File: src/rtl/uart_pkg.sv
// Shared encodings for the UART receiver: parity modes, FSM states and
// the parity-check helper used when the parity bit is sampled.
package uart_pkg;

  localparam logic [1:0] PAR_NONE = 2'b00;
  localparam logic [1:0] PAR_ODD  = 2'b01;
  localparam logic [1:0] PAR_EVEN = 2'b10;

  typedef enum logic [2:0] {
    ST_IDLE   = 3'd0,
    ST_START  = 3'd1,
    ST_DATA   = 3'd2,
    ST_PARITY = 3'd3,
    ST_STOP   = 3'd4,
    ST_BREAK  = 3'd5
  } uart_state_e;

  // Mode 2'b11 falls through to "no parity bit on the wire".
  function automatic logic parity_enabled(input logic [1:0] mode);
    return (mode == PAR_ODD) || (mode == PAR_EVEN);
  endfunction

  // XOR of data and parity bit is 1 for an odd count of ones.
  function automatic logic parity_mismatch(input logic [1:0] mode,
                                           input logic [7:0] data,
                                           input logic       pbit);
    return (^data ^ pbit) ^ (mode == PAR_ODD);
  endfunction

endpackage

File: src/rtl/uart_sync2.sv
// Two-flop synchronizer for the asynchronous serial line; resets to the
// idle-high line level so a reset never looks like a start bit.
module uart_sync2 (
  input  logic clk,
  input  logic rst_n,
  input  logic d_i,
  output logic q_o
);

  logic meta_q;
  logic sync_q;

  always_ff @(posedge clk or negedge rst_n) begin
    if (!rst_n) begin
      meta_q <= 1'b1;
      sync_q <= 1'b1;
    end else begin
      meta_q <= d_i;
      sync_q <= meta_q;
    end
  end

  assign q_o = sync_q;

endmodule

File: src/rtl/uart_rx.sv
// Oversampling UART receiver: 8 data bits LSB first, optional odd/even
// parity, one stop bit, with a registered valid/ready output stage.
module uart_rx
  import uart_pkg::*;
#(
  parameter int OVERSAMPLE = 16
) (
  input  logic        baud_clk,
  input  logic        rst_n,
  input  logic [1:0]  parity_i,
  input  logic        rx_i,
  input  logic        ready_i,
  output logic [7:0]  data_o,
  output logic        valid_o,
  output logic        parity_err_o,
  output logic        frame_err_o,
  output logic        overrun_o,
  output uart_state_e state_o
);

  localparam int              CW       = $clog2(OVERSAMPLE);
  localparam logic [CW-1:0]   CNT_LAST = CW'(OVERSAMPLE - 1);
  localparam logic [CW-1:0]   CNT_HALF = CW'(OVERSAMPLE / 2 - 1);

  logic        rx_s;

  uart_state_e state_q, state_d;
  logic [CW-1:0] cnt_q, cnt_d;
  logic [2:0]  bit_q, bit_d;
  logic [7:0]  shreg_q, shreg_d;
  logic [1:0]  mode_q, mode_d;
  logic        perr_q, perr_d;

  logic [7:0]  data_q, data_d;
  logic        valid_q, valid_d;
  logic        par_err_q, par_err_d;
  logic        frm_err_q, frm_err_d;
  logic        ovr_q, ovr_d;

  logic        tick;
  logic        done;

  uart_sync2 u_sync (
    .clk   (baud_clk),
    .rst_n (rst_n),
    .d_i   (rx_i),
    .q_o   (rx_s)
  );

  assign tick = (cnt_q == CNT_LAST);

  // Counter free-runs modulo OVERSAMPLE from the mid-start sample, so every
  // later sample lands on the same phase of its bit with no accumulated drift.
  always_comb begin
    state_d = state_q;
    cnt_d   = tick ? '0 : cnt_q + CW'(1);
    bit_d   = bit_q;
    shreg_d = shreg_q;
    mode_d  = mode_q;
    perr_d  = perr_q;
    done    = 1'b0;

    case (state_q)
      ST_IDLE: begin
        cnt_d = '0;
        if (!rx_s) begin
          state_d = ST_START;
          mode_d  = parity_i;
          perr_d  = 1'b0;
          bit_d   = '0;
        end
      end
      ST_START: begin
        if (cnt_q == CNT_HALF) begin
          cnt_d   = '0;
          state_d = rx_s ? ST_IDLE : ST_DATA;
        end
      end
      ST_DATA: begin
        if (tick) begin
          shreg_d = {rx_s, shreg_q[7:1]};
          bit_d   = bit_q + 3'd1;
          if (bit_q == 3'd7) begin
            state_d = parity_enabled(mode_q) ? ST_PARITY : ST_STOP;
          end
        end
      end
      ST_PARITY: begin
        if (tick) begin
          perr_d  = parity_mismatch(mode_q, shreg_q, rx_s);
          state_d = ST_STOP;
        end
      end
      ST_STOP: begin
        if (tick) begin
          done    = 1'b1;
          state_d = rx_s ? ST_IDLE : ST_BREAK;
        end
      end
      ST_BREAK: begin
        cnt_d = '0;
        if (rx_s) begin
          state_d = ST_IDLE;
        end
      end
      default: begin
        state_d = ST_IDLE;
        cnt_d   = '0;
      end
    endcase
  end

  // A completing frame always loads; it is an overrun only if the previous
  // byte is still unconsumed and not being accepted on this very edge.
  always_comb begin
    data_d    = data_q;
    par_err_d = par_err_q;
    frm_err_d = frm_err_q;
    valid_d   = valid_q & ~ready_i;
    ovr_d     = ovr_q;
    if (done) begin
      data_d    = shreg_q;
      par_err_d = perr_q;
      frm_err_d = ~rx_s;
      valid_d   = 1'b1;
      ovr_d     = ovr_q | (valid_q & ~ready_i);
    end
  end

  always_ff @(posedge baud_clk or negedge rst_n) begin
    if (!rst_n) begin
      state_q   <= ST_IDLE;
      cnt_q     <= '0;
      bit_q     <= '0;
      shreg_q   <= '0;
      mode_q    <= PAR_NONE;
      perr_q    <= 1'b0;
      data_q    <= '0;
      valid_q   <= 1'b0;
      par_err_q <= 1'b0;
      frm_err_q <= 1'b0;
      ovr_q     <= 1'b0;
    end else begin
      state_q   <= state_d;
      cnt_q     <= cnt_d;
      bit_q     <= bit_d;
      shreg_q   <= shreg_d;
      mode_q    <= mode_d;
      perr_q    <= perr_d;
      data_q    <= data_d;
      valid_q   <= valid_d;
      par_err_q <= par_err_d;
      frm_err_q <= frm_err_d;
      ovr_q     <= ovr_d;
    end
  end

  assign data_o       = data_q;
  assign valid_o      = valid_q;
  assign parity_err_o = par_err_q;
  assign frame_err_o  = frm_err_q;
  assign overrun_o    = ovr_q;
  assign state_o      = state_q;

endmodule

File: config.mk
export PLATFORM = sky130hd
export DESIGN_NAME = uart_rx
export DESIGN_NICKNAME = d
export VERILOG_FILES = /design/src/rtl/uart_pkg.sv /design/src/rtl/uart_sync2.sv /design/src/rtl/uart_rx.sv
export SDC_FILE = /design/constraint.sdc
export NUM_CORES = 1
export LEC_CHECK = 0
export BUFFER_PORTS_ARGS = -buffer_cell sky130_fd_sc_hd__buf_2
export CAP_MARGIN = 5
export CORE_MARGIN = 2
export CORE_UTILIZATION = 30
export CTS_CLUSTER_SIZE = 16
export DETAILED_ROUTE_END_ITERATION = 6
export HOLD_SLACK_MARGIN = 0.12
export PLACE_DENSITY = 0.45
export SYNTH_ARGS = -nofsm -noshare
export SYNTH_HDL_FRONTEND = slang
export SYNTH_SLANG_ARGS = --single-unit
File: constraint.sdc
create_clock -name baud_clk -period 1.9 [get_ports baud_clk]
set_input_delay 0.38 -clock baud_clk [delete_from_list [all_inputs] [get_ports baud_clk]]
set_output_delay 0.38 -clock baud_clk [all_outputs]
set_load 0.1 [all_outputs]
# --- Yosys cells after proc, flatten, opt, wreduce, memory -nomap -nowiden ---
# Index checks and enable logic that the tools add are counted.
op_classes:
  add_sub_neg: 2
  reduce_logical: 11
  mux: 23
  n_eq_ne: 17
  bitwise_logic: 6
op_table:
  columns: ["cell", "count"]
  rows:
  - ["two-way mux 3 bit", 11]
  - ["case mux 3 bit (6 select lines)", 1]
  - ["inequality test 2 bit (second input constant)", 6]
  - ["equality test 3 bit (second input constant)", 3]
  - ["two-way mux 4 bit", 2]
  - ["case mux 4 bit (2 select lines)", 1]
  - ["parity 8 bit", 1]
  - ["AND reduction 7 bit", 1]
  - ["equality test 3 x 2 -> 1 bit (second input constant)", 2]
  - ["case mux 3 bit (2 select lines)", 1]
  - ["AND reduction 3 bit", 2]
  - ["two-way mux 1 bit", 5]
  - ["adder 4 x 1 -> 4 bit (second input constant)", 1]
  - ["equality test 4 x 3 -> 1 bit (second input constant)", 1]
  - ["equality test 4 bit (second input constant)", 1]
  - ["AND reduction 2 bit", 2]
  - ["nonzero test 2 bit", 2]
  - ["adder 3 x 1 -> 3 bit (second input constant)", 1]
  - ["equality test 3 x 1 -> 1 bit (second input constant)", 1]
  - ["zero test 3 bit", 1]
  - ["OR reduction 3 bit", 1]
  - ["equality test 2 x 1 -> 1 bit (second input constant)", 1]
  - ["equality test 2 bit (second input constant)", 1]
  - ["two-way mux 2 bit", 1]
  - ["7 further kinds", 9]
word_totals:
  in_bits: 6
  ff_bits: 35
  out_inout_bits: 15
  elab_cells: 72

# --- Longest topological paths before layout ---
logic_depth:
  word_depth: 6
  ltp_mapped: 6

# --- By module ---
# From an unflattened synthesis, not the netlist that was laid out.
hier_totals:
  hier_cells: 133
  area_unflattened_um2: 1719.1
modules_own_cells:
  columns: ["mod", "cells_per_inst", "n_inst", "area_each_um2"]
  rows:
  - ["uart_rx", 131, 1, 1666.6]
  - ["uart_sync2", 2, 1, 52.6]

# --- Worst setup path before layout ---
# No wires, ideal clock.
synth_path:
  path_type: "reg-to-reg"
  from: "reg state_q[1], in the netlist state_o[1]"
  to: "reg shreg_q[2]"
  stages_incl_launch_ff: 6
  slack_ns: -0.199
  setup_time_ns: 0.125
  n_path_buf: 2
  t_arrival_ns: 1.974
  cell_sequence: "dfrtp_1 buf_6 nand2b_1 nor3_4 buf_4 mux2_2"
synth_via:
  elab_chain_len: 2
synth_rtl:
  columns: ["element", "line_no", "rtl"]
  rows:
  - ["start, declared", "uart_rx.sv:27", "uart_state_e state_q, state_d;"]
  - ["start signal, assigned", "uart_rx.sv:144", "state_q <= state_d;"]
  - ["equality test 3 x 2 -> 1 bit", "uart_rx.sv:63", "case (state_q)"]
  - ["AND reduction 2 bit (no source line)", null, null]
  - ["end signal, assigned", "uart_rx.sv:147", "shreg_q <= shreg_d;"]
  - ["end, declared", "uart_rx.sv:30", "logic [7:0] shreg_q, shreg_d;"]
# No other way between the ends.
# A chain may end at the register's enable or synchronous reset.

# --- Final worst setup path ---
layout_path:
  from: "reg cnt_q[0]"
  to: "reg shreg_q[0]"
layout_via:
  elab_chain_len: 2
layout_rtl:
  columns: ["element", "line_no", "rtl"]
  rows:
  - ["start, declared", "uart_rx.sv:28", "logic [CW-1:0] cnt_q, cnt_d;"]
  - ["start signal, assigned", "uart_rx.sv:145", "cnt_q <= cnt_d;"]
  - ["equality test 4 bit", "uart_rx.sv:50", "assign tick = (cnt_q == CNT_LAST);"]
  - ["AND reduction 2 bit (no source line)", null, null]
# No other way between the ends.

==> run_summary.xml <==
<?xml version="1.0" encoding="UTF-8"?>
<metrics>
  <group name="pwr">
    <metric name="p_seq_frac" unit="">0.404</metric>
    <metric name="combinationalPowerShare" unit="">0.293</metric>
    <metric name="power.net_switching" unit="W">0.000816</metric>
    <metric name="p_total" unit="W">0.00232</metric>
    <metric name="leakage" unit="nW">1.00</metric>
    <metric name="powerDensity" unit="nW/um^2">1190</metric>
    <metric name="max-vdd-ir-drop" unit="V">0.000579</metric>
    <metric name="cell_internal_pwr" unit="W">0.00151</metric>
    <metric name="netSwitchingFraction" unit="">0.352</metric>
    <metric name="p_clk_frac" unit="">0.303</metric>
  </group>
  <group name="clocking">
    <metric name="clock-sinks" unit="">35</metric>
    <metric name="max-clock-path-buffers" unit="">2</metric>
    <metric name="tritoncts" unit="">yes</metric>
    <metric name="clock_tree.htree_level_count" unit="">2</metric>
    <metric name="clk_root_buffer_cell" unit="">clkbuf_8</metric>
    <metric name="gates_resized_cts_repair" unit="">0</metric>
    <metric name="insertion_delay" unit="ns">0.28</metric>
    <metric name="cts.clk_slew.worst_paths" unit="ns">0.07</metric>
    <metric name="cts_inserted_buffers" unit="">5</metric>
  </group>
  <group name="hold_path">
    <metric name="min_path_type" unit="">input pin to flip-flop</metric>
  </group>
  <group name="setup_path">
    <metric name="endpoint_kind" unit="">flip-flop</metric>
    <metric name="worstSetupPathType" unit="">flip-flop to flip-flop</metric>
    <metric name="timing.critical_path.fanout_max" unit="">9</metric>
    <metric name="r2r_start" unit="">cnt_q[0]$_DFF_PN0_</metric>
    <metric name="reg2reg_setup_slack" unit="ns">0.13</metric>
    <metric name="timing.critical_path.from_type" unit="">flip-flop</metric>
    <metric name="critical_path_arrival" unit="ns">1.94</metric>
    <metric name="destination_of_the_worst_register_to_register_timing_path" unit="">shreg_q[0]$_DFFE_PN0P_</metric>
    <metric name="cp.required" unit="ns">2.07</metric>
    <metric name="timing.critical_path.to" unit="">shreg_q[0]$_DFFE_PN0P_</metric>
    <metric name="worst_setup_path_startpoint" unit="">cnt_q[0]$_DFF_PN0_</metric>
    <metric name="worst_r2r_path_depth" unit="">4</metric>
  </group>
  <group name="logic_synthesis">
    <metric name="postSynthNetCount" unit="">134</metric>
    <metric name="synth.area.top_cells" unit="">dfrtp_1, mux2_2, mux2_4</metric>
    <metric name="postSynthRegisterBits" unit="">35</metric>
    <metric name="syn_area" unit="sq um">1630</metric>
    <metric name="post_synth_most_frequent_cells" unit="">dfrtp_1, mux2_2, nand2_1, mux2_4, xnor2_1</metric>
    <metric name="synth_most_common_cell" unit="">dfrtp_1</metric>
    <metric name="number_of_distinct_standard_cells_referenced_by_the_synthesized_netlist" unit="">37</metric>
    <metric name="synth_top_area_cell" unit="">dfrtp_1</metric>
    <metric name="ys_dominant_reg_cell" unit="">dfrtp_1</metric>
    <metric name="gate_count_of_the_mapped_netlist" unit="">124</metric>
    <metric name="postSynthAreaPerCell" unit="sq um">13.2</metric>
    <metric name="synthDominantCellAreaShare" unit="">0.506</metric>
    <metric name="synth_edf_count" unit="">0</metric>
    <metric name="ys.warnings.count" unit="">0</metric>
    <metric name="async_reset_ff_frac" unit="">1.00</metric>
    <metric name="synth_seq_area_share" unit="">0.538</metric>
  </group>
  <group name="floorplan">
    <metric name="floorplan.die.height" unit="microns">77.7</metric>
    <metric name="placeableCoreArea" unit="sq um">5170</metric>
    <metric name="die_ar" unit="sq um">6040</metric>
    <metric name="initial_core_util" unit="">0.315</metric>
    <metric name="io-pin-count" unit="">21</metric>
    <metric name="die_w" unit="microns">77.7</metric>
    <metric name="number_of_standard_cell_rows_in_the_floorplan" unit="">26</metric>
  </group>
  <group name="cells_and_area">
    <metric name="n_fill_cell" unit="">505</metric>
    <metric name="layout-drive-gt1-share" unit="">0.401</metric>
    <metric name="area_growth" unit="%">19.6</metric>
    <metric name="num-nets-final" unit="">161</metric>
    <metric name="insertedDiodeCount" unit="">0</metric>
  </group>
  <group name="timing">
    <metric name="final-max-slew-violation-count" unit="">0</metric>
    <metric name="rsz0062_at_grt" unit="">no</metric>
    <metric name="setup-violations-final" unit="">0</metric>
    <metric name="finalClockSkew" unit="ns">0.00694</metric>
    <metric name="finalHoldViolCount" unit="">0</metric>
    <metric name="worst_slew_pin_slew" unit="ns">0.488</metric>
    <metric name="fin_crit" unit="ns">1.77</metric>
    <metric name="setup_total_negative_slack" unit="ns">0</metric>
    <metric name="timing.fmax" unit="MHz">564</metric>
    <metric name="timing.final.crit_share" unit="">0.933</metric>
    <metric name="relative_slew_slack" unit="">0.671</metric>
  </group>
  <group name="global_routing">
    <metric name="grt_pass1_wl" unit="microns">5320</metric>
    <metric name="grt_pass1_vias" unit="">1057</metric>
    <metric name="grt_overflow_total" unit="">0</metric>
    <metric name="grt_antenna_before_repair" unit="">0</metric>
    <metric name="grt_start_max_net_pins" unit="">20</metric>
    <metric name="grt.total_usage" unit="">0.113</metric>
  </group>
  <group name="placement">
    <metric name="portBuffers" unit="">20</metric>
    <metric name="gp_congestion" unit="">0.784</metric>
    <metric name="detailed_place_hpwl" unit="microns">2200</metric>
  </group>
  <group name="routing">
    <metric name="drc_errors_left" unit="">0</metric>
    <metric name="num_vias" unit="">1004</metric>
    <metric name="ant_nets" unit="">0</metric>
    <metric name="detail_route.wirelength" unit="microns">2990</metric>
    <metric name="avgRoutedWirePerCell" unit="microns">13.5</metric>
    <metric name="avgViaCountPerCell" unit="">4.52</metric>
    <metric name="detailedRoute.firstIterationViolations" unit="">43</metric>
    <metric name="drtPass1Iterations" unit="">4</metric>
  </group>
  <group name="outcome">
    <metric name="status" unit="">finished, final reports clean</metric>
  </group>
  <group name="job">
    <metric name="timing.max_cap.violations" unit="">0</metric>
  </group>
</metrics>
==> worst min path at each step <==
stage               slack (ns)  depth (start not counted)   from                       end
finish                    0.20                          1   rx_i   u_sync.meta_q$_DFF_PN1_
global placement          0.35                          1  rst_n  parity_err_o$_DFFE_PN0P_
global route              0.18                          1   rx_i   u_sync.meta_q$_DFF_PN1_
floorplan                 0.08                          0  rst_n      bit_q[0]$_DFFE_PN0P_
CTS                       0.18                          1   rx_i   u_sync.meta_q$_DFF_PN1_
detailed placement        0.35                          1  rst_n  parity_err_o$_DFFE_PN0P_
==> through the flow <==
stage               utilization  instances  worst slack [ns]  hold WS [ns]  instance area, sq um
floorplan                     -        124            0.0805        0.0844                  1640
global placement          0.352        213             0.195         0.346                  1820
detailed placement        0.352        213             0.135         0.347                  1820
CTS                       0.377        222             0.128         0.185                  1950
global route              0.377        222           0.00201         0.181                  1950
finish                    0.377        222             0.128         0.197                  1950
==> metal layers <==
layer,global-route usage,vias up,part of all wire
li1,-,492,-
met1,0.150,491,0.48
met2,0.173,19,0.46
met3,0.0407,2,0.046
met4,0.0321,0,0.0057
met5,0,-,0
==> power groups by stage <==
stage          logic, W  registers, W  clock network, W
2_1_floorplan  0.000436       0.00107                 0
3_3_place_gp   0.000669      0.000949                 0
3_5_place_dp   0.000680      0.000952                 0
4_1_cts        0.000685      0.000938          0.000731
5_1_grt        0.000746      0.000955          0.000765
6_report       0.000680      0.000939          0.000702
==> area by class of cell <==
| cell class | count | area, sq um | area share |
|---|---|---|---|
| flip-flops and latches | 35 | 882 | 0.452 |
| well taps | 70 | 87.6 | 0.0449 |
| repair buffers | 25 | 153 | 0.0783 |
| inverters | 3 | 11.3 | 0.00577 |
| multi-input cells | 81 | 696 | 0.357 |
| clock inverters | 2 | 38.8 | 0.0199 |
| clock buffers | 6 | 82.6 | 0.0423 |
==> critical path: stages, from the launching register on <==
cell	delay, ns
dfrtp_1	0.38
ha_1	0.25
nand3_2	0.19
nor3_4	0.45
mux2_2	0.39
==> what timing repair did <==
action                    CTS  global route
setup buffers               0             0
hold endpoints to repair   14             0
hold buffers                1             0
==> logic make-up (layout without fill, tap and decap cells) <==
kind of cell / count (synthesis) / after routing / share of synthesized area
and+or+nand+nor: 26 / 26 / 0.0913
AOI/OAI and AO/OA: 21 / 21 / 0.0867
xor gates and xnor gates: 10 / 10 / 0.0621
adders and majority gates: 4 / 4 / 0.0307
buffers and inverters: 8 / 36 / 0.0353
muxes: 20 / 20 / 0.156
DFF: 35 / 35 / 0.538
==> cells in the final DEF (no fill, tap or decap), types with 2 or more instances in the layout <==
cell / n
nor2_1: 4
ha_1: 4
mux2_4: 8
buf_2: 20
a21o_1: 2
clkbuf_8: 6
o21ai_1: 2
dfstp_2: 2
o21ai_0: 5
nand2_1: 9
a21oi_1: 4
o311ai_0: 2
buf_4: 3
dfrtp_2: 3
inv_1: 3
mux2_2: 11
xnor2_1: 6
nand2b_1: 3
dfrtp_1: 30
xor2_1: 3
==> flip-flops by register name (all words and copies together) (netlist names) <==
signal / flops
bit_q: 3
cnt_q: 4
data_o: 8
frame_err_o: 1
mode_q: 2
overrun_o: 1
parity_err_o: 1
perr_q: 1
shreg_q: 8
state_o: 3
u_sync.meta_q: 1
u_sync.q_o: 1
valid_o: 1
Power figures use the tool's default switching activity.
